## src/rtl/mmio_uart_tx.sv

```systemverilog
// mmio_uart_tx: memory-mapped 8N1 UART transmitter with TX FIFO, STATUS and DIVISOR registers
module mmio_uart_tx #(
    parameter logic [31:0] UART_BASE   = 32'h0013_0000,
    parameter int          FIFO_DEPTH  = 8,
    parameter logic [15:0] DIV_DEFAULT = 16'd651
) (
    input  logic        CLK75,
    input  logic        RST,
    input  logic [31:2] MADDR,
    input  logic [31:0] MDATAO,
    input  logic [3:0]  MWSTB,
    input  logic        WE,
    input  logic        RE,
    output logic        SEL,
    output logic [31:0] RDATA,
    output logic        TXD
);
    localparam int AW = $clog2(FIFO_DEPTH);
    localparam logic [AW:0] DEPTH = (AW+1)'(FIFO_DEPTH);
    typedef enum logic [1:0] {IDLE, START, DATA, STOP} state_t;
    state_t state, state_n;
    logic [7:0] mem [FIFO_DEPTH];
    logic [AW-1:0] wptr, rptr;
    logic [AW:0] count;
    logic ovf, full, empty, push, push_ok, pop, sts_wr, div_wr, bit_end, txd_n;
    logic [15:0] divisor, period, period_n, baud, baud_n;
    logic [2:0] bitn, bitn_n;
    logic [7:0] shift, shift_n;
    logic [31:0] status, rd_mux;

    assign SEL     = (WE | RE) && (MADDR[31:4] == UART_BASE[31:4]);
    assign full    = count == DEPTH;
    assign empty   = count == '0;
    assign push    = SEL & WE & (MADDR[3:2] == 2'd0) & MWSTB[0];
    assign push_ok = push & ~full;
    assign sts_wr  = SEL & WE & (MADDR[3:2] == 2'd1);
    assign div_wr  = SEL & WE & (MADDR[3:2] == 2'd2);
    assign status  = {23'b0, 5'(count), ovf, empty, full, state != IDLE};
    assign rd_mux  = MADDR[3:2] == 2'd1 ? status : MADDR[3:2] == 2'd2 ? {16'b0, divisor} : '0;
    assign bit_end = baud == period - 16'd1;

    always_ff @(posedge CLK75)
        if (push_ok) mem[wptr] <= MDATAO[7:0];

    // A push that finds the FIFO full is dropped even if a pop frees a slot on the same edge
    always_ff @(posedge CLK75 or posedge RST)
        if (RST) begin
            wptr    <= '0;
            rptr    <= '0;
            count   <= '0;
            ovf     <= 1'b0;
            divisor <= DIV_DEFAULT;
            RDATA   <= '0;
        end else begin
            if (push_ok) wptr <= wptr + AW'(1);
            if (pop) rptr <= rptr + AW'(1);
            count <= count + (AW+1)'(push_ok) - (AW+1)'(pop);
            if (push & full) ovf <= 1'b1;
            else if (sts_wr & MWSTB[0] & MDATAO[3]) ovf <= 1'b0;
            if (div_wr & MWSTB[0]) divisor[7:0] <= MDATAO[7:0];
            if (div_wr & MWSTB[1]) divisor[15:8] <= MDATAO[15:8];
            if (SEL & RE) RDATA <= rd_mux;
        end

    always_ff @(posedge CLK75 or posedge RST)
        if (RST) begin
            state  <= IDLE;
            baud   <= '0;
            period <= 16'd2;
            bitn   <= '0;
            shift  <= '0;
            TXD    <= 1'b1;
        end else begin
            state  <= state_n;
            baud   <= baud_n;
            period <= period_n;
            bitn   <= bitn_n;
            shift  <= shift_n;
            TXD    <= txd_n;
        end

    // TXD is registered from the next-state view so it only moves on bit boundaries
    always_comb begin
        state_n  = state;
        baud_n   = bit_end ? '0 : baud + 16'd1;
        period_n = period;
        bitn_n   = bitn;
        shift_n  = shift;
        pop      = 1'b0;
        case (state)
            IDLE:  baud_n = '0;
            START: state_n = bit_end ? DATA : START;
            DATA: if (bit_end) begin
                shift_n = shift >> 1;
                bitn_n  = bitn + 3'd1;
                state_n = bitn == 3'd7 ? STOP : DATA;
            end
            STOP:  state_n = bit_end ? IDLE : STOP;
            default: state_n = IDLE;
        endcase
        if (!empty && (state == IDLE || (state == STOP && bit_end))) begin
            pop      = 1'b1;
            state_n  = START;
            shift_n  = mem[rptr];
            period_n = divisor < 16'd2 ? 16'd2 : divisor;
            bitn_n   = '0;
            baud_n   = '0;
        end
        txd_n = state_n == DATA ? shift_n[0] : state_n != START;
    end
endmodule
```

## config.mk

```make
export PLATFORM = sky130hd
export DESIGN_NAME = mmio_uart_tx
export DESIGN_NICKNAME = d
export VERILOG_FILES = /design/src/rtl/mmio_uart_tx.sv
export SDC_FILE = /design/constraint.sdc
export NUM_CORES = 1
export LEC_CHECK = 0
export CORE_MARGIN = 2
export CORE_UTILIZATION = 46
export DETAILED_ROUTE_END_ITERATION = 16
export PLACE_DENSITY_LB_ADDON = 0.15
export SYNTH_ARGS = -nofsm -noshare
export SYNTH_HDL_FRONTEND = slang
export SYNTH_SLANG_ARGS = --single-unit
```

## constraint.sdc

```tcl
create_clock -name CLK75 -period 10.1 [get_ports CLK75]
set_clock_uncertainty 0.15 [all_clocks]
set_input_delay 2.02 -clock CLK75 [delete_from_list [all_inputs] [get_ports CLK75]]
set_output_delay 2.02 -clock CLK75 [all_outputs]
set_load 0.1 [all_outputs]
```

==> flow_metrics.tcl <==
set metrics [dict create \
    gr-total-overflow 0 \
    crit_required_ns 7.93 \
    clk_latency_ns 0.43 \
    crit_type "primary input to output pin" \
    path_clk_slew_ns 0.07 \
    wl_met2_mm 7.181 \
    stdcell_area_mm2 0.008715 \
    die_w_um 130.0 \
    synth-seq-cells 153 \
    postCtsSetupBuffers 0 \
    cpMostUsedCell "clkdlybuf4s50_1" \
    peakVddDrop_uv 150.3 \
    dp_hpwl_mm 10.59 \
    hp-class "flip-flop to flip-flop" \
    synth_edf_count 64 \
    final_common_cell "dfrtp_1" \
    ios 104 \
    wl_per_cell_um 17.05 \
    wl_met3_um 712 \
    synthMuxAreaShare_pct 11.11 \
    drcViolationCount 0 \
    setup_viol 0 \
    hold_violations 0 \
    antenna_found_initial 0 \
    cts_resized 0 \
    cts_made_buffers 17 \
    slowest_delay_ns 1.23 \
    viasPerCell 5.359 \
    syn-cell-area_mm2 0.007298 \
    rsz0062_at_grt "false" \
    ys_warn_count 0 \
    run_status "completed" \
    cts.sinks 153 \
    row_count 46 \
    dpl_cell_area_mm2 0.008107 \
    cp_max_fo 6 \
    synth_fa_ha_area_share_pct 2.332 \
    power_density_mw_per_mm2 175.7 \
    dominantRegCellSynth "dfrtp_1" \
    cts_tree "built" \
    drt_first_pass_iters 4 \
    min_period_over_period_pct 66.79 \
    start_util_pct 46.45 \
    worstPathCellList "clkdlybuf4s50_1, nor4_1, nand4_1, nor3_1, clkdlybuf4s50_1" \
    ys_types 60 \
    fmax_mhz 148.2 \
    insertedDiodeCount 0 \
    ctsHoldBuffers 0 \
    met1_length_mm 7.030 \
    endpoint_kind "output pin" \
    core_area_mm2 0.01571 \
    drtAntennaViolNets 0 \
    cp_slowest_cell "clkdlybuf4s50_1" \
    synth-compound-area-share_pct 6.343 \
    cp.arrival_ns 4.58 \
    die_area_mm2 0.01689 \
    tightest_slew_ns 1.113 \
    gp_congestion 0.8165 \
    routed.top_layer "met4" \
    wl_mm 15.09 \
    vias 4743 \
    async_reset_ff_share_pct 58.17 \
    cap_violations 0 \
    setup_tns_ns 0 \
    clk_path_buf_depth 2 \
    synthSimpleGateAreaFrac_pct 13.84 \
    holdWs_ns 0.3208 \
    crit_path_start_kind "primary input" \
    first_iter_violations 292 \
    min_period_ns 6.746 \
    nNetsFinal 740 \
    grt_max_degree 68 \
    grt_use_total_pct 19.19 \
    cts_htree_levels 4 \
    leakage_nw 3.537 \
    syn_area_per_cell_um2 12.27 \
    cts_root_buf "clkbuf_16" \
    port_buffers 69 \
    die_y_um 130.0 \
    grt_pass1_vias 4763 \
    slew_viol_final 0 \
    ys_seq_area_share_pct 56.97 \
    slew_headroom_pct 25.79 \
    synth_top_family_by_area "simple AND/OR/NAND/NOR gates" \
    syn_inst 595 \
    layout-drive-gt1-share_pct 15.84 \
    yosys.area_share.xor_xnor_pct 4.560 \
    layout_common_cells "82 x dfrtp_1, 69 x clkdlybuf4s50_1, 64 x edfxtp_1" \
    grt_pass1_wl_mm 24.47 \
    syn2layout_area_growth_pct 19.41 \
]
-- cell type report --
cell class	instances	area, um^2
multi-input combinational	390	2867
timing repair buffer	75	735.7
fill	1290	6998
sequential	153	4158
clock buffer	17	425.4
inverter	20	76.32
clock inverter	14	182.7
tap	216	270.3
-- stage by stage --
| stage | setup WS (ns) | power (mW) | util (%) | instances |
|---|---|---|---|---|
| 2_1_floorplan | 2.992 | 0.8424 | - | 610 |
| 3_3_place_gp | 3.323 | 0.8907 | 51.59 | 854 |
| 3_5_place_dp | 3.339 | 0.8953 | 51.59 | 854 |
| 4_1_cts | 3.311 | 1.545 | 55.46 | 885 |
| 5_1_grt | 3.216 | 1.585 | 55.46 | 885 |
| 6_report | 3.354 | 1.531 | 55.46 | 885 |
-- kinds of logic (layout without fill, tap and decap cells) --
logic type	count (synthesis)	count (layout)
buffers and inverters	67	126
adders and majority gates	13	13
xor gates and xnor gates	38	38
DFF	153	153
muxes	57	57
AOI/OAI and AO/OA	65	65
and+or+nand+nor	201	201
other	1	16
-- state kept, by name (all words and copies together) (netlist names) --
name     flops
shift        8
RDATA       16
mem         64
TXD          1
bitn         3
baud        16
period      16
ovf          1
rptr         3
wptr         3
count        4
state        2
divisor     16
-- cell usage after synthesis (3+ instances only) --
library cell	count	area (um^2)
mux2i_1	9	90.09
clkbuf_1	22	82.58
edfxtp_1	64	1922
o21ai_0	12	60.06
xnor2_1	17	148.9
a21oi_1	10	50.05
nor4_1	9	56.30
nor2b_1	3	18.77
a31oi_1	5	31.28
ha_1	12	150.1
dfstp_2	7	183.9
nor4bb_1	3	30.03
dfrtp_1	82	2052
mux4_2	16	360.4
nor2_1	53	198.9
nand4_1	5	31.28
inv_1	20	75.07
o21a_1	6	45.04
or4_1	3	22.52
buf_6	4	45.04
nand3_1	28	140.1
nor3_1	10	50.05
buf_4	18	135.1
nand2_1	56	210.2
a221oi_1	10	87.58
mux2_2	32	360.4
and3_1	6	37.54
o211ai_1	4	30.03
and4_1	3	26.28
and2_1	5	31.28
xor2_1	21	183.9
nor3b_1	6	45.04
-- final timing paths --
check	end	slack (ns)	cells past startpoint	startpoint
worst min register to register	RDATA[13]	0.32	2	RDATA[13]
max in group asynchronous	baud[7]	6.86	3	RST
worst min-delay path	RDATA[13]	0.32	2	RDATA[13]
min in group asynchronous	RDATA[9]	1.74	2	RST
worst max-delay path	SEL	3.35	5	MADDR[5]
worst max register to register	count[3]	5.53	12	period[0]
-- per-layer routing --
layer / GRT usage, % / up-vias
li1: - / 2249
met1: 26.20 / 2369
met2: 30.40 / 114
met3: 5.166 / 11
met4: 5.693 / 0
met5: 0 / -
-- worst max-delay path: cells and delay by family --
| family | cells | cell delay (ns) |
|---|---|---|
| buf+inv | 2 | 1.64 |
| simple gates | 3 | 0.90 |
-- where the power goes --
part | switching [mW] | internal (mW) | total (mW)
sequential | 0.0379 | 0.668 | 0.706
clock | 0.275 | 0.375 | 0.650
combinational | 0.0928 | 0.0815 | 0.174
No activity file was read; power rests on OpenSTA's default activity.
